--- config.mk ---
export PLATFORM = sky130hd
export DESIGN_NAME = sqrt_core_flat
export DESIGN_NICKNAME = d
export VERILOG_FILES = /design/src/rtl/sqrt2_pkg.sv /design/src/rtl/sqrt_core_if.sv /design/src/rtl/sqrt_step.sv /design/src/rtl/sqrt_core.sv /design/src/flat_wrapper.sv
export SDC_FILE = /design/constraint.sdc
export NUM_CORES = 1
export LEC_CHECK = 0
export ABC_AREA = 1
export BUFFER_PORTS_ARGS = -buffer_cell sky130_fd_sc_hd__buf_2
export CAP_MARGIN = 20
export CORE_UTILIZATION = 45
export DETAILED_ROUTE_END_ITERATION = 8
export GPL_TIMING_DRIVEN = 0
export SLEW_MARGIN = 20
export SYNTH_ARGS = -nofsm -noshare
export SYNTH_HDL_FRONTEND = slang
export SYNTH_HIERARCHICAL = 1
export SYNTH_SLANG_ARGS = --single-unit
--- constraint.sdc ---
create_clock -name clk -period 5.9 [get_ports clk]
set_input_delay 1.18 -clock clk [delete_from_list [all_inputs] [get_ports clk]]
set_output_delay 1.18 -clock clk [all_outputs]
set_load 0.02 [all_outputs]
--- src/rtl/sqrt2_pkg.sv ---
// Shared types and constants for the fp16 square-root pipeline stages.
package sqrt2_pkg;
  localparam int MANT_W = 11;
  localparam int EXP_W  = 7;
  localparam int ITERS  = 12;
  localparam int RAD_W  = 24;
  localparam int REM_W  = 14;

  typedef enum logic [1:0] {S_IDLE, S_CALC, S_ROUND} state_e;

  // Unpacked operand/result as exchanged between normalize, sqrt and pack.
  typedef struct packed {
    logic                     sign;
    logic signed [EXP_W-1:0]  exp;
    logic [MANT_W-1:0]        mant;
    logic                     is_num;
    logic                     is_nan;
    logic                     is_pinf;
    logic                     is_ninf;
  } fp_unpacked_t;
endpackage

--- src/rtl/sqrt_core_if.sv ---
// Operand/result bundle of the sqrt stage.
// Handshake: an operand transfers on a rising edge where in_valid, in_ready and
// enable are all 1; out_valid is a single enabled-cycle pulse with no back-pressure.
interface sqrt_core_if;
  import sqrt2_pkg::*;

  logic                    in_valid;
  logic                    in_ready;
  logic                    in_is_num;
  logic                    in_is_nan;
  logic                    in_is_pinf;
  logic                    in_is_ninf;
  logic                    in_sign;
  logic signed [EXP_W-1:0] in_exp;
  logic [MANT_W-1:0]       in_mant;
  logic                    out_valid;
  logic                    out_is_num;
  logic                    out_is_nan;
  logic                    out_is_pinf;
  logic                    out_is_ninf;
  logic                    out_sign;
  logic signed [EXP_W-1:0] out_exp;
  logic [MANT_W-1:0]       out_mant;

  modport slave (
    input  in_valid, in_is_num, in_is_nan, in_is_pinf, in_is_ninf, in_sign, in_exp, in_mant,
    output in_ready, out_valid, out_is_num, out_is_nan, out_is_pinf, out_is_ninf,
           out_sign, out_exp, out_mant
  );

  modport master (
    output in_valid, in_is_num, in_is_nan, in_is_pinf, in_is_ninf, in_sign, in_exp, in_mant,
    input  in_ready, out_valid, out_is_num, out_is_nan, out_is_pinf, out_is_ninf,
           out_sign, out_exp, out_mant
  );
endinterface

--- src/rtl/sqrt_step.sv ---
// One restoring square-root iteration: consumes two radicand bits, yields one root bit.
module sqrt_step
  import sqrt2_pkg::*;
(
  input  logic [REM_W-1:0] rem_i,
  input  logic [ITERS-1:0] root_i,
  input  logic [1:0]       rad2_i,
  output logic [REM_W-1:0] rem_o,
  output logic             bit_o
);
  logic [REM_W+1:0] lhs;
  logic [REM_W-1:0] rhs;
  logic [REM_W-1:0] diff;

  assign lhs = {rem_i, rad2_i};
  assign rhs = {root_i, 2'b01};
  // When the trial is negative lhs < rhs, so the low REM_W bits hold the restored value.
  assign bit_o = (lhs >= {2'b00, rhs});
  assign diff  = lhs[REM_W-1:0] - rhs;
  assign rem_o = bit_o ? diff : lhs[REM_W-1:0];
endmodule

--- src/rtl/sqrt_core.sv ---
// fp16 square-root arithmetic stage: restoring root, one bit per enabled cycle,
// round-to-nearest-even, class override; fixed 14-cycle latency.
module sqrt_core
  import sqrt2_pkg::*;
(
  input  logic       clk,
  input  logic       rst,
  input  logic       enable,
  sqrt_core_if.slave bus,
  output state_e     dbg_state_o
);
  state_e             state_q, state_d;
  logic [3:0]         cnt_q, cnt_d;
  logic [RAD_W-1:0]   rad_q, rad_d;
  logic [REM_W-1:0]   rem_q, rem_d;
  logic [ITERS-1:0]   root_q, root_d;
  fp_unpacked_t       op_q, op_d;
  fp_unpacked_t       out_q, out_d;
  logic               out_valid_q, out_valid_d;

  logic [REM_W-1:0]   step_rem;
  logic               step_bit;
  logic [ITERS-1:0]   m2;
  logic [MANT_W-1:0]  rnd_mant;
  logic               rnd_inc;
  logic [MANT_W:0]    rnd_sum;
  logic               rnd_carry;
  logic signed [EXP_W-1:0] half_exp;
  fp_unpacked_t       res;

  sqrt_step u_step (
    .rem_i  (rem_q),
    .root_i (root_q),
    .rad2_i (rad_q[RAD_W-1 -: 2]),
    .rem_o  (step_rem),
    .bit_o  (step_bit)
  );

  // Odd exponents borrow one into the mantissa so the halved exponent is exact.
  assign m2 = bus.in_exp[0] ? {bus.in_mant, 1'b0} : {1'b0, bus.in_mant};

  assign rnd_mant  = root_q[ITERS-1:1];
  assign rnd_inc   = root_q[0] & ((|rem_q) | rnd_mant[0]);
  assign rnd_sum   = {1'b0, rnd_mant} + {{MANT_W{1'b0}}, rnd_inc};
  assign rnd_carry = rnd_sum[MANT_W];
  assign half_exp  = $signed(op_q.exp) >>> 1;

  always_comb begin
    res = '0;
    if (op_q.is_nan || op_q.is_ninf) begin
      res.is_nan = 1'b1;
    end else if (op_q.is_pinf) begin
      res.is_pinf = 1'b1;
    end else if (op_q.is_num && op_q.mant == '0) begin
      res.is_num = 1'b1;
      res.sign   = op_q.sign;
    end else if (op_q.is_num && !op_q.sign) begin
      res.is_num = 1'b1;
      res.mant   = rnd_carry ? {1'b1, {(MANT_W-1){1'b0}}} : rnd_sum[MANT_W-1:0];
      res.exp    = half_exp + {{(EXP_W-1){1'b0}}, rnd_carry};
    end else begin
      res.is_nan = 1'b1;
    end
  end

  always_comb begin
    state_d     = state_q;
    cnt_d       = cnt_q;
    rad_d       = rad_q;
    rem_d       = rem_q;
    root_d      = root_q;
    op_d        = op_q;
    out_d       = out_q;
    out_valid_d = out_valid_q;
    if (enable) begin
      out_valid_d = 1'b0;
      case (state_q)
        S_IDLE: begin
          if (bus.in_valid) begin
            op_d.sign    = bus.in_sign;
            op_d.exp     = {bus.in_exp[EXP_W-1:1], 1'b0};
            op_d.mant    = bus.in_mant;
            op_d.is_num  = bus.in_is_num;
            op_d.is_nan  = bus.in_is_nan;
            op_d.is_pinf = bus.in_is_pinf;
            op_d.is_ninf = bus.in_is_ninf;
            rad_d        = {m2, {(RAD_W-ITERS){1'b0}}};
            rem_d        = '0;
            root_d       = '0;
            cnt_d        = '0;
            state_d      = S_CALC;
          end
        end
        S_CALC: begin
          rad_d  = {rad_q[RAD_W-3:0], 2'b00};
          rem_d  = step_rem;
          root_d = {root_q[ITERS-2:0], step_bit};
          cnt_d  = cnt_q + 4'd1;
          if (cnt_q == 4'(ITERS-1)) state_d = S_ROUND;
        end
        S_ROUND: begin
          out_d       = res;
          out_valid_d = 1'b1;
          state_d     = S_IDLE;
        end
        default: state_d = S_IDLE;
      endcase
    end
  end

  always_ff @(posedge clk) begin
    if (rst) begin
      state_q     <= S_IDLE;
      cnt_q       <= '0;
      rad_q       <= '0;
      rem_q       <= '0;
      root_q      <= '0;
      op_q        <= '0;
      out_q       <= '0;
      out_valid_q <= 1'b0;
    end else begin
      state_q     <= state_d;
      cnt_q       <= cnt_d;
      rad_q       <= rad_d;
      rem_q       <= rem_d;
      root_q      <= root_d;
      op_q        <= op_d;
      out_q       <= out_d;
      out_valid_q <= out_valid_d;
    end
  end

  assign bus.in_ready    = (state_q == S_IDLE);
  assign bus.out_valid   = out_valid_q;
  assign bus.out_is_num  = out_q.is_num;
  assign bus.out_is_nan  = out_q.is_nan;
  assign bus.out_is_pinf = out_q.is_pinf;
  assign bus.out_is_ninf = out_q.is_ninf;
  assign bus.out_sign    = out_q.sign;
  assign bus.out_exp     = out_q.exp;
  assign bus.out_mant    = out_q.mant;
  assign dbg_state_o     = state_q;
endmodule
--- src/flat_wrapper.sv ---
// flat-port wrapper written by rule: the top's interface ports become plain ports
module sqrt_core_flat import sqrt2_pkg::*;
  (clk, rst, enable, dbg_state_o, bus_in_valid, bus_in_is_num, bus_in_is_nan, bus_in_is_pinf, bus_in_is_ninf, bus_in_sign, bus_in_exp, bus_in_mant, bus_in_ready, bus_out_valid, bus_out_is_num, bus_out_is_nan, bus_out_is_pinf, bus_out_is_ninf, bus_out_sign, bus_out_exp, bus_out_mant);
  sqrt_core_if bus_i ();
  input  logic clk;
  input  logic rst;
  input  logic enable;
  output state_e dbg_state_o;
  input wire logic [$bits(bus_i.in_valid)-1:0] bus_in_valid;
  input wire logic [$bits(bus_i.in_is_num)-1:0] bus_in_is_num;
  input wire logic [$bits(bus_i.in_is_nan)-1:0] bus_in_is_nan;
  input wire logic [$bits(bus_i.in_is_pinf)-1:0] bus_in_is_pinf;
  input wire logic [$bits(bus_i.in_is_ninf)-1:0] bus_in_is_ninf;
  input wire logic [$bits(bus_i.in_sign)-1:0] bus_in_sign;
  input wire logic [$bits(bus_i.in_exp)-1:0] bus_in_exp;
  input wire logic [$bits(bus_i.in_mant)-1:0] bus_in_mant;
  output wire logic [$bits(bus_i.in_ready)-1:0] bus_in_ready;
  output wire logic [$bits(bus_i.out_valid)-1:0] bus_out_valid;
  output wire logic [$bits(bus_i.out_is_num)-1:0] bus_out_is_num;
  output wire logic [$bits(bus_i.out_is_nan)-1:0] bus_out_is_nan;
  output wire logic [$bits(bus_i.out_is_pinf)-1:0] bus_out_is_pinf;
  output wire logic [$bits(bus_i.out_is_ninf)-1:0] bus_out_is_ninf;
  output wire logic [$bits(bus_i.out_sign)-1:0] bus_out_sign;
  output wire logic [$bits(bus_i.out_exp)-1:0] bus_out_exp;
  output wire logic [$bits(bus_i.out_mant)-1:0] bus_out_mant;
  assign bus_i.in_valid = bus_in_valid;
  assign bus_i.in_is_num = bus_in_is_num;
  assign bus_i.in_is_nan = bus_in_is_nan;
  assign bus_i.in_is_pinf = bus_in_is_pinf;
  assign bus_i.in_is_ninf = bus_in_is_ninf;
  assign bus_i.in_sign = bus_in_sign;
  assign bus_i.in_exp = bus_in_exp;
  assign bus_i.in_mant = bus_in_mant;
  assign bus_in_ready = bus_i.in_ready;
  assign bus_out_valid = bus_i.out_valid;
  assign bus_out_is_num = bus_i.out_is_num;
  assign bus_out_is_nan = bus_i.out_is_nan;
  assign bus_out_is_pinf = bus_i.out_is_pinf;
  assign bus_out_is_ninf = bus_i.out_is_ninf;
  assign bus_out_sign = bus_i.out_sign;
  assign bus_out_exp = bus_i.out_exp;
  assign bus_out_mant = bus_i.out_mant;
  sqrt_core u_core (.clk(clk), .rst(rst), .enable(enable), .bus(bus_i), .dbg_state_o(dbg_state_o));
endmodule
# [Word level (Yosys, flattened, before mapping)]
# Index checks and enable logic that the tools add are counted.
[word_totals] input_bits=27 wordCells=69 reg_bits=101 out_inout_bits=27
[classes] n_addsub=4 n_lt_le_gt_ge=1 mux=26 n_eq_ne=5 reduce_logical=12 n_bitwise=2
[ops] op="$pmux W24 S2" count=1
[ops] op="$mux W14" count=2
[ops] op="$pmux W14 S2" count=1
[ops] op="$mux W12" count=2
[ops] op="$mux W24" count=1
[ops] op="$pmux W12 S2" count=1
[ops] op="$mux W21" count=1
[ops] op="$mux W20" count=1
[ops] op="$mux W19" count=1
[ops] op="$mux W18" count=1
[ops] op="$ge A16 B14 Y1" count=1
[ops] op="$reduce_or A14 Y1" count=1
[ops] op="$sub A14 B14 Y14" count=1
[ops] op="$add A11 B1 Y12" count=1
[ops] op="$logic_not A11 Y1" count=1
[ops] op="$mux W11" count=1
[ops] op="$reduce_and A3 Y1" count=3
[ops] op="$mux W1" count=8
[ops] op="$pmux W4 S2" count=1
[ops] op="$add A6 B2 Y7" count=1
[ops] op="$add A4 B1 Y4 const B" count=1
[ops] op="$eq A4 B4 Y1 const B" count=1
[ops] op="$mux W2" count=2
[ops] op="$mux W4" count=1
[ops] op="13 further kinds" count=14

# [Depth between registers and ports, before layout]
# Gate-level depths: netlist of run 1.
[depth] depth_word=9 ltp_mapped=15 depth_no_buf=14

# [Hierarchy]
# The synthesis of run 1 kept the hierarchy.
[by_module_without_submodules] mod="sqrt_core" n_inst=1 area_per_inst_um2=3876.2 cells_each=539 seq_area_each_um2=1781.7
[by_module_without_submodules] mod="sqrt_step" n_inst=1 area_per_inst_um2=1164.9 cells_each=224 seq_area_each_um2=0.0

# [Worst setup path before layout of run 1]
# No wires, ideal clock.
[synth_path] path_kind="input port to flip-flop" startpoint="input enable" endpoint="register u_core.rad_q[15]" t_arrival_ns=1.933 required_ns=5.783 slack_ns=3.850 n_path_buf=2 cell_stages=9 setup_ns=0.117 path_cell_list="inv_2 nor2_8 inv_2 nand2_4 inv_2 buf_6 buf_6 nor2_1 nor2_1"
[synth_between] elab_chain_cells=1
[synth_lines] item="start: declaration" line="flat_wrapper.sv:7" text="input logic enable;"
[synth_lines] item="$reduce_and A3 Y1 (no line)"
[synth_lines] item="end signal: assignment" line="sqrt_core.sv:124" text="rad_q <= rad_d;"
[synth_lines] item="end: declaration" line="sqrt_core.sv:14" text="logic [RAD_W-1:0] rad_q, rad_d;"
# Every way passes these cells.
# A chain may end at the register's enable or synchronous reset.

# [Worst setup path after layout of run 1]
[layout_path] startpoint="register u_core.root_q[9]" endpoint="register u_core.rem_q[6]"
[layout_between] elab_chain_cells=3
[layout_lines] item="start: declaration" line="sqrt_core.sv:16" text="logic [ITERS-1:0] root_q, root_d;"
[layout_lines] item="start signal: assignment" line="sqrt_core.sv:126" text="root_q <= root_d;"
[layout_lines] item="$ge A16 B14 Y1" line="sqrt_step.sv:18" text="assign bit_o = (lhs >= {2'b00, rhs});"
[layout_lines] item="via u_core.step_bit" line="sqrt_core.sv:22" text="logic step_bit;"
[layout_lines] item="$mux W14" line="sqrt_step.sv:20" text="assign rem_o = bit_o ? diff : lhs[REM_W-1:0];"
[layout_lines] item="via u_core.step_rem[6]" line="sqrt_core.sv:21" text="logic [REM_W-1:0] step_rem;"
[layout_lines] item="$pmux W14 S2" line="sqrt_core.sv:77" text="case (state_q)"
[layout_lines] item="end signal: assignment" line="sqrt_core.sv:125" text="rem_q <= rem_d;"
[layout_lines] item="end: declaration" line="sqrt_core.sv:15" text="logic [REM_W-1:0] rem_q, rem_d;"
# The timed path passes the listed nets, and every way through them passes these cells.

==> impl_metrics.env, run 1 <==
export IMPL_sequentialPowerShare=0.403
export IMPL_worst_r2r_cell_count=12
export IMPL_drt_wl_total_um=13200
export IMPL_remaining_drc_errors=0
export IMPL_vias_per_cell=5.10
export IMPL_synth_cell_types=42
export IMPL_post_route_util=0.524
export IMPL_clock_skew_ps=11.9
export IMPL_holdBufCountCts=0
export IMPL_fin_tns_setup_ps=0
export IMPL_cts_buffers_inserted=9
export IMPL_syn_inst=763
export IMPL_start_util=0.463
export IMPL_power_mw=1.60
export IMPL_clock_path_buffers=2
export IMPL_drv_slew=0
export IMPL_crit_required_ps=6190
export IMPL_switching_power_mw=0.554
export IMPL_tritoncts="done"
export IMPL_cts_repair_resized=0
export IMPL_hpwlAfterDp_um=10300
export IMPL_htreeDepth=3
export IMPL_crit_chain="inv_1, ha_1, nand2_1, inv_1, nand2_1, nand2_1, a21oi_4, nand3_4, buf_6, o21ai_1, nand2_1, a21oi_1"
export IMPL_synth_seq_cells=89
export IMPL_layout_common_cells="nand2_1 (239), dfxtp_1 (89), inv_1 (88)"
export IMPL_dieArea_sq_mm=0.0116
export IMPL_drive_gt1_frac=0.127
export IMPL_place_inst=954
export IMPL_num_vias=4945
export IMPL_place_congestion=0.867
export IMPL_wl_per_cell_um=13.6
export IMPL_synth_fp_nets=808
export IMPL_rows=38
export IMPL_fin_crit_ps=2350
export IMPL_ioPinCount=54
export IMPL_cpMostUsedCell="nand2_1"
export IMPL_fin_crit_sh=0.398
export IMPL_fillers=1143
export IMPL_antenna_left=0
export IMPL_grt_usage=0.245
export IMPL_postLayoutCellArea_sq_mm=0.00570
export IMPL_hold_depth=2
export IMPL_die_h_um=108
export IMPL_hold_viol=0
export IMPL_netlist_area_sq_mm=0.00504
export IMPL_num_antenna_cells=0
export IMPL_min_path_type="reg2reg"
export IMPL_io_buffers=51
export IMPL_fin_cells=970
export IMPL_synth_avg_cell_area_sq_um=6.61
export IMPL_slew_headroom=0.594
export IMPL_synthArstFlopShare=0
export IMPL_internal_power_mw=1.05
export IMPL_cts_setup_buffers=0
export IMPL_combPwrFrac=0.295
export IMPL_arrival_ps=2640
export IMPL_grt_max_degree=16
export IMPL_switching_share=0.346
export IMPL_synth_seq_area_share=0.353
export IMPL_setup_viol=0
export IMPL_p_leak_nw=2.55
export IMPL_place_area_sq_mm=0.00547
export IMPL_cp_start_kind="flop"
export IMPL_die_w_um=108
export IMPL_path_max_fanout=10
export IMPL_cts_sinks=89
export IMPL_irDropWorstVdd_mv=0.138
export IMPL_slowest_delay_ps=470
export IMPL_yosys_warnings=6
export IMPL_layout_commonest_cell="nand2_1"
export IMPL_core_area_sq_mm=0.0109
export IMPL_rsz0062_at_grt="false"
export IMPL_crit_buf_inv=3
export IMPL_drv_cap=0
export IMPL_grt_pass1_vias=4607
export IMPL_slowest_stage="dfxtp_1"
export IMPL_root_buffer="clkbuf_8"
export IMPL_antenna_found_initial=0
export IMPL_synth_edf_count=0
export IMPL_ys_flop_type="dfxtp_1"
export IMPL_worstSetupPathType="reg2reg"
export IMPL_syn_to_final_growth_pct=13.1
export IMPL_max_slew_worst_pin_slew_ps=609
export IMPL_crit_family="compound AO/OA/AOI/OAI gates"
export IMPL_endpoint_kind="flop"
export IMPL_pwr_share_clk=0.302
export IMPL_fin_nets=870
export IMPL_gr_total_overflow=0
export IMPL_status="complete, no violations"
export IMPL_drtIter0Drc=317
export IMPL_first_pass_iters=5
export IMPL_clock_latency_ps=380
export IMPL_powerDensity_mw_per_mm2=281
export IMPL_cp_depth=12
export IMPL_grt_pass1_wl_um=21900
export IMPL_clk_pin_slew_ps=90
export IMPL_clock_fmax_mhz=426
power groups by stage:
| stage | clock, mW | combinational (mW) | sequential (mW) |
|---|---|---|---|
| 4_1_cts | 0.499 | 0.469 | 0.646 |
| 6_report | 0.483 | 0.472 | 0.645 |
| 3_5_place_dp | 0 | 0.466 | 0.660 |
| 3_3_place_gp | 0 | 0.463 | 0.659 |
| 2_1_floorplan | 0 | 0.362 | 0.654 |
| 5_1_grt | 0.524 | 0.534 | 0.649 |
tightest hold or removal path: cells and delay by family (launching register included):
| kind | cells | cell delay (ps) |
|---|---|---|
| flops | 1 | 320 |
| compound gates | 1 | 50 |
| buf+inv | 1 | 50 |
kinds of logic (layout without fill, tap and decap cells):
group / Yosys count / count (layout) / synth area share
AO/OA/AOI/OAI: 141 / 141 / 0.151
XOR/XNOR: 11 / 11 / 0.0191
adder cells (fa/ha/maj): 18 / 18 / 0.0447
buffers and inverters: 123 / 190 / 0.102
flip-flops: 89 / 89 / 0.353
other: 1 / 1 / 0.000744
AND/OR/NAND/NOR: 380 / 380 / 0.330
registers in the layout (all words and copies together) (netlist names):
register and flops:
u_core/bus.out_sign 1, u_core/op_q 16, u_core/bus.out_is_pinf 1, u_core/rem_q 14, u_core/bus.out_valid 1, u_core/half_exp 6
u_core/rad_q 12, u_core/root_q 12, u_core/bus.out_is_num 1, u_core/cnt_q 4, u_core/dbg_state_o 2, u_core/bus.out_mant 11
u_core/bus.out_exp 7, u_core/bus.out_is_nan 1
metal layers:
metal | up-vias | global-route usage | wire, um
li1 | 2558 | - | -
met1 | 2277 | 0.323 | 6360
met2 | 98 | 0.407 | 6180
met3 | 12 | 0.0333 | 520
met4 | 0 | 0.0841 | 164
met5 | - | 0 | 0
through the flow:
stage | setup slack, ps | hold WS, ps
3_3_place_gp | 3420 | 442
2_1_floorplan | 3850 | 429
6_report | 3550 | 464
4_1_cts | 3540 | 462
3_5_place_dp | 3410 | 447
5_1_grt | 3320 | 474
cells in the mapped netlist (2+ instances only):
cell,count,area [sq um]
a21oi_1,79,395
and2_1,2,12.5
and3_1,2,12.5
buf_2,4,20.0
buf_4,2,15.0
buf_6,5,56.3
clkbuf_1,16,60.1
clkinv_1,2,7.51
dfxtp_1,89,1780
ha_1,18,225
inv_1,88,330
inv_2,5,18.8
nand2_1,239,897
nand2_2,2,12.5
nand2_4,2,22.5
nand3_1,32,160
nand3_2,4,40.0
nand3_4,3,52.6
nand4_1,11,68.8
nor2_1,68,255
nor2_2,2,12.5
nor2_4,3,33.8
nor3_1,3,15.0
nor3_2,2,20.0
o211ai_1,9,67.6
o21ai_0,36,180
o21ai_1,9,45.0
o21bai_1,2,15.0
or2_2,2,12.5
xor2_1,10,87.6
layout make-up:
cell class	count	area (sq um)	area share
Inverter	95	357	0.0626
Clock buffer	11	141	0.0248
Clock inverter	5	87.6	0.0154
Multi-Input combinational cell	551	2750	0.482
Sequential cell	89	1780	0.313
Buffer	28	155	0.0272
Tap cell	140	175	0.0307
Timing Repair Buffer	51	255	0.0448
path summary, 6_finish.rpt:
path / start / endpoint / slack, ps
max: u_core/root_q[9] / u_core/rem_q[6] / 3550
min: u_core/bus.out_is_pinf / u_core/bus.out_is_pinf / 460
max reg2reg: u_core/root_q[9] / u_core/rem_q[6] / 3550
min reg2reg: u_core/bus.out_is_pinf / u_core/bus.out_is_pinf / 460
Power figures use the tool's default switching activity.
==> run 2: changes to the inputs <==
--- a/config.mk
+++ b/config.mk
@@ -11,6 +11,7 @@
 export CORE_UTILIZATION = 45
 export DETAILED_ROUTE_END_ITERATION = 8
 export GPL_TIMING_DRIVEN = 0
+export PLACE_DENSITY = 0.66
 export SLEW_MARGIN = 20
 export SYNTH_ARGS = -nofsm -noshare
 export SYNTH_HDL_FRONTEND = slang
==> constraint.sdc (replaced) <==
create_clock -name clk -period 2 [get_ports clk]
set_input_delay 0.4 -clock clk [delete_from_list [all_inputs] [get_ports clk]]
set_output_delay 0.4 -clock clk [all_outputs]
set_load 0.02 [all_outputs]
==> impl_metrics.env, run 2 (synthesis results as in run 1) <==
export IMPL_status="complete, no violations"
export IMPL_hpwlAfterDp_um=10100
export IMPL_worstSetupPathType="reg2reg"
export IMPL_drive_gt1_frac=0.256
export IMPL_fin_crit_sh=0.979
export IMPL_htreeDepth=3
export IMPL_irDropWorstVdd_mv=0.443
export IMPL_pwr_share_clk=0.238
export IMPL_cp_depth=13
export IMPL_clock_fmax_mhz=511
export IMPL_clock_path_buffers=2
export IMPL_drv_slew=0
export IMPL_num_antenna_cells=0
export IMPL_largest_register_ffs=16
export IMPL_fin_crit_ps=1960
export IMPL_p_leak_nw=2.80
export IMPL_slew_headroom=0.561
export IMPL_seq_area_sq_mm=0.00184
export IMPL_root_buffer="clkbuf_8"
export IMPL_tritoncts="done"
export IMPL_grt_pass1_vias=4802
export IMPL_cp_start_kind="flop"
export IMPL_slowest_stage="dfxtp_4"
export IMPL_cts_buffers_inserted=9
export IMPL_rows=38
export IMPL_worst_r2r_cell_count=13
export IMPL_slowest_delay_ps=360
export IMPL_num_vias=5245
export IMPL_max_slew_worst_pin_slew_ps=659
export IMPL_fillers=984
export IMPL_ioPinCount=54
export IMPL_hold_slack_ps=289
export IMPL_hold_viol=0
export IMPL_min_path_type="in2reg"
export IMPL_switching_share=0.354
export IMPL_hold_depth=3
export IMPL_fin_cells=1006
export IMPL_layout_commonest_cell="nand2_1"
export IMPL_grt_max_degree=15
export IMPL_fin_nets=906
export IMPL_antenna_left=0
export IMPL_drv_cap=0
export IMPL_rsz0062_at_grt="true"
export IMPL_crit_required_ps=2300
export IMPL_io_buffers=51
export IMPL_holdBufCountCts=0
export IMPL_first_pass_iters=5
export IMPL_drtIter0Drc=288
export IMPL_wl_per_cell_um=14.3
export IMPL_place_congestion=0.908
export IMPL_endpoint_kind="flop"
export IMPL_internal_power_mw=3.33
export IMPL_clk_pin_slew_ps=80
export IMPL_combPwrFrac=0.393
export IMPL_setup_viol=0
export IMPL_gr_total_overflow=0
export IMPL_antenna_found_initial=0
export IMPL_core_area_sq_mm=0.0109
export IMPL_die_h_um=108
export IMPL_crit_buf_inv=2
export IMPL_remaining_drc_errors=0
export IMPL_layout_common_cells="nand2_1 (224), inv_1 (78), a21oi_1 (74)"
export IMPL_path_max_fanout=6
export IMPL_sequentialPowerShare=0.369
export IMPL_crit_chain="inv_1, ha_4, nand2_4, nor2_4, nand3_2, nand2_2, nand2_4, nand3_4, buf_4, nand2_1, o21ai_2, nand2_1, a21oi_1"
export IMPL_largest_registers="u_core/op_q: 16 flops, u_core/rem_q: 14 flops"
export IMPL_crit_family="simple AND/OR/NAND/NOR gates"
export IMPL_dieArea_sq_mm=0.0116
export IMPL_syn_to_final_growth_pct=26.6
export IMPL_drt_wl_total_um=14300
export IMPL_switching_power_mw=1.83
export IMPL_grt_pass1_wl_um=22600
export IMPL_die_w_um=108
export IMPL_arrival_ps=2250
export IMPL_largest_register="u_core/op_q"
export IMPL_multi_input_area_sq_mm=0.00309
export IMPL_clock_latency_ps=370
export IMPL_cts_sinks=89
export IMPL_powerDensity_mw_per_mm2=808
export IMPL_clock_skew_ps=6.43
export IMPL_grt_usage=0.250
export IMPL_place_inst=954
export IMPL_start_util=0.463
export IMPL_vias_per_cell=5.21
run 2: cell types whose count changed in the layout (fill, tap and decap cells not counted), moves of 10 or more:
cell / before / now
nand2_1: 239 / 224
dfxtp_4: 0 / 10
inv_1: 88 / 78
dfxtp_2: 0 / 13
ha_1: 18 / 5
ha_4: 0 / 13
inv_2: 5 / 15
nand2_2: 2 / 12
dfxtp_1: 89 / 66
buf_4: 2 / 36
run 2: metrics by stage:
step | worst slack [ps] | setup TNS [ps] | power (mW) | utilization | area, sq um
after floorplan | 71.3 | 0 | 3.00 | - | 5040
after global placement | -260 | -3210 | 3.30 | 0.503 | 5470
after global routing | -56.1 | -373 | 5.45 | 0.586 | 6380
final | 42.9 | 0 | 5.16 | 0.586 | 6380
after CTS | 5.94 | 0 | 4.85 | 0.556 | 6050
after detailed placement | -294 | -3850 | 3.32 | 0.503 | 5470
run 2: layer usage:
metal / GRT usage / wire length [um]
met1: 0.320 / 6360
met2: 0.415 / 6920
met3: 0.0496 / 753
met4: 0.0871 / 308
met5: 0 / 0
run 2: power by group through the flow:
stage / clock, mW / combinational (mW) / sequential, mW
final: 1.23 / 2.03 / 1.90
after CTS: 1.26 / 1.69 / 1.90
after global routing: 1.33 / 2.20 / 1.91
after detailed placement: 0 / 1.38 / 1.95
after floorplan: 0 / 1.07 / 1.93
after global placement: 0 / 1.35 / 1.94
run 2: timing repair:
item | CTS | global route
endpoints found under the setup margin | 19 | 17
gates cloned | 1 | 1
pin swaps | 7 | 35
hold endpoints to repair | 0 | 0
gates resized for setup | 58 | 50
setup buffers | 17 | 17
run 2: final timing paths:
path               startpoint               end  slack, ps
max          u_core/root_q[2]  u_core/rem_q[10]         40
min            bus_in_is_ninf    u_core/op_q[0]        290
max reg2reg  u_core/root_q[2]  u_core/rem_q[10]         40
min reg2reg   u_core/op_q[12]   u_core/op_q[12]        450
run 2: tightest hold or removal path: cells and delay by family:
| family | cells | cell delay (ps) |
|---|---|---|
| simple gates | 1 | 80 |
| compound gates | 1 | 70 |
| buf+inv | 1 | 70 |
run 2: area by class of cell:
cell class              count  area share
plain buffers              28      0.0255
repair buffers             87      0.0882
clock inverters             6     0.00902
multi-input cells         551       0.485
clock buffers              10      0.0216
inverters                  95      0.0559
well taps                 140      0.0274
flip-flops and latches     89       0.288
==> run 3: changes to the inputs <==
--- a/config.mk
+++ b/config.mk
@@ -6,12 +6,12 @@
 export NUM_CORES = 1
 export LEC_CHECK = 0
 export ABC_AREA = 1
-export BUFFER_PORTS_ARGS = -buffer_cell sky130_fd_sc_hd__buf_2
 export CAP_MARGIN = 20
 export CORE_UTILIZATION = 45
 export DETAILED_ROUTE_END_ITERATION = 8
+export DONT_BUFFER_PORTS = 1
 export GPL_TIMING_DRIVEN = 0
-export PLACE_DENSITY = 0.66
+export PLACE_DENSITY = 0.59
 export SLEW_MARGIN = 20
 export SYNTH_ARGS = -nofsm -noshare
 export SYNTH_HDL_FRONTEND = slang
==> impl_metrics.env, run 3 (synthesis results as in run 1) <==
export IMPL_fin_ws_ps=-45.9
export IMPL_slowest_delay_ps=390
export IMPL_syn_to_final_growth_pct=22.4
export IMPL_place_congestion=0.858
export IMPL_powerDensity_mw_per_mm2=837
export IMPL_max_slew_worst_pin_slew_ps=715
export IMPL_cts_sinks=89
export IMPL_irDropWorstVdd_mv=0.410
export IMPL_crit_required_ps=2290
export IMPL_grt_pass1_wl_um=22500
export IMPL_clk_pin_slew_ps=90
export IMPL_largest_registers="u_core/op_q: 16 flops, u_core/rem_q: 14 flops"
export IMPL_grt_max_degree=16
export IMPL_vias_per_cell=5.20
export IMPL_crit_chain="inv_4, ha_4, nand2_4, nor2_4, inv_2, nor2_4, nand3_4, nand3_4, buf_8, buf_6, nand2_4, o21ai_2, nand2_1, a21oi_1"
export IMPL_io_buffers=0
export IMPL_p_leak_nw=2.59
export IMPL_status="finished, violations left"
export IMPL_endpoint_kind="flop"
export IMPL_clock_path_buffers=2
export IMPL_path_max_fanout=6
export IMPL_wl_per_cell_um=14.6
export IMPL_clock_latency_ps=360
export IMPL_cts_buffers_inserted=9
export IMPL_crit_buf_inv=4
export IMPL_post_route_util=0.567
export IMPL_fin_crit_ps=2050
export IMPL_rsz0062_at_grt="true"
export IMPL_layout_common_cells="nand2_1 (224), inv_1 (76), a21oi_1 (72)"
export IMPL_slowest_stage="dfxtp_4"
export IMPL_power_mw=5.17
export IMPL_drive_gt1_frac=0.223
export IMPL_rows=38
export IMPL_gr_total_overflow=0
export IMPL_clock_fmax_mhz=489
export IMPL_die_w_um=108
export IMPL_crit_family="simple AND/OR/NAND/NOR gates"
export IMPL_fin_crit_sh=1.02
export IMPL_remaining_drc_errors=0
export IMPL_htreeDepth=3
export IMPL_hold_viol=0
export IMPL_drv_slew=0
export IMPL_worstSetupPathType="reg2reg"
export IMPL_fin_cells=961
export IMPL_root_buffer="clkbuf_8"
export IMPL_min_path_type="in2reg"
export IMPL_dieArea_sq_mm=0.0116
export IMPL_hpwlAfterDp_um=10100
export IMPL_largest_register_ffs=16
export IMPL_drv_cap=0
export IMPL_core_area_sq_mm=0.0109
export IMPL_ioPinCount=54
export IMPL_setup_viol=4
export IMPL_clock_skew_ps=11.6
export IMPL_grt_pass1_vias=4720
export IMPL_drtIter0Drc=274
export IMPL_drt_wl_total_um=14000
export IMPL_antenna_left=0
export IMPL_violations="negative setup slack"
export IMPL_largest_register="u_core/op_q"
export IMPL_slew_headroom=0.524
export IMPL_start_util=0.463
export IMPL_worstHoldStart="enable"
export IMPL_holdBufCountCts=0
export IMPL_cp_start_kind="flop"
export IMPL_num_antenna_cells=0
export IMPL_reg2reg_from="u_core/root_q[6]"
export IMPL_place_inst=903
export IMPL_arrival_ps=2340
export IMPL_grt_usage=0.247
export IMPL_fin_nets=861
export IMPL_tritoncts="done"
export IMPL_antenna_found_initial=0
export IMPL_first_pass_iters=5
export IMPL_num_vias=4996
export IMPL_layout_commonest_cell="nand2_1"
export IMPL_cp_startpoint="u_core/root_q[6]"
export IMPL_die_h_um=108
## run 3: what timing repair did
action	4_1_cts	5_1_grt
cloned	1	0
setup endpoints to repair	20	37
setup buffers	17	25
resized for setup	57	63
pin swaps	7	36
## run 3: final timing paths
kind | end | slack [ps] | cells after the start
worst max-delay path | u_core/rem_q[6] | -50 | 14
worst min-delay path | u_core/dbg_state_o[1] | 140 | 1
worst max register to register | u_core/rem_q[6] | -50 | 14
worst min register to register | u_core/op_q[14] | 460 | 2
## run 3: where the power goes
part	leakage, nW	switching [mW]	internal (mW)
sequential	0.739	0.0706	1.84
clock	0.101	0.656	0.583
combinational	1.75	1.11	0.914
## run 3: layer usage
| metal | global-route usage | vias to the layer above | routed length, um |
|---|---|---|---|
| met1 | 0.322 | 2320 | 6510 |
| met3 | 0.0533 | 18 | 689 |
| met4 | 0.0753 | 0 | 240 |
| li1 | - | 2545 | - |
| met5 | 0 | - | 0 |
| met2 | 0.404 | 113 | 6610 |
## run 3: final cells by class
cell class	count	area, sq um
well taps	140	175
plain buffers	27	148
flip-flops and latches	89	1840
inverters	95	359
multi-input cells	551	3090
clock inverters	6	66.3
fillers	1069	4720
clock buffers	10	128
repair buffers	43	363
## run 3: stage by stage
step / setup slack, ps / hold WS (ps) / instance area, sq um / TNS, ps
6_report: -45.9 / 143 / 6170 / -105
5_1_grt: -130 / 147 / 6170 / -1040
4_1_cts: 7.83 / 127 / 5790 / 0
3_5_place_dp: -300 / 446 / 5220 / -3810
3_3_place_gp: -302 / 442 / 5220 / -3680
2_1_floorplan: 71.3 / 429 / 5040 / 0
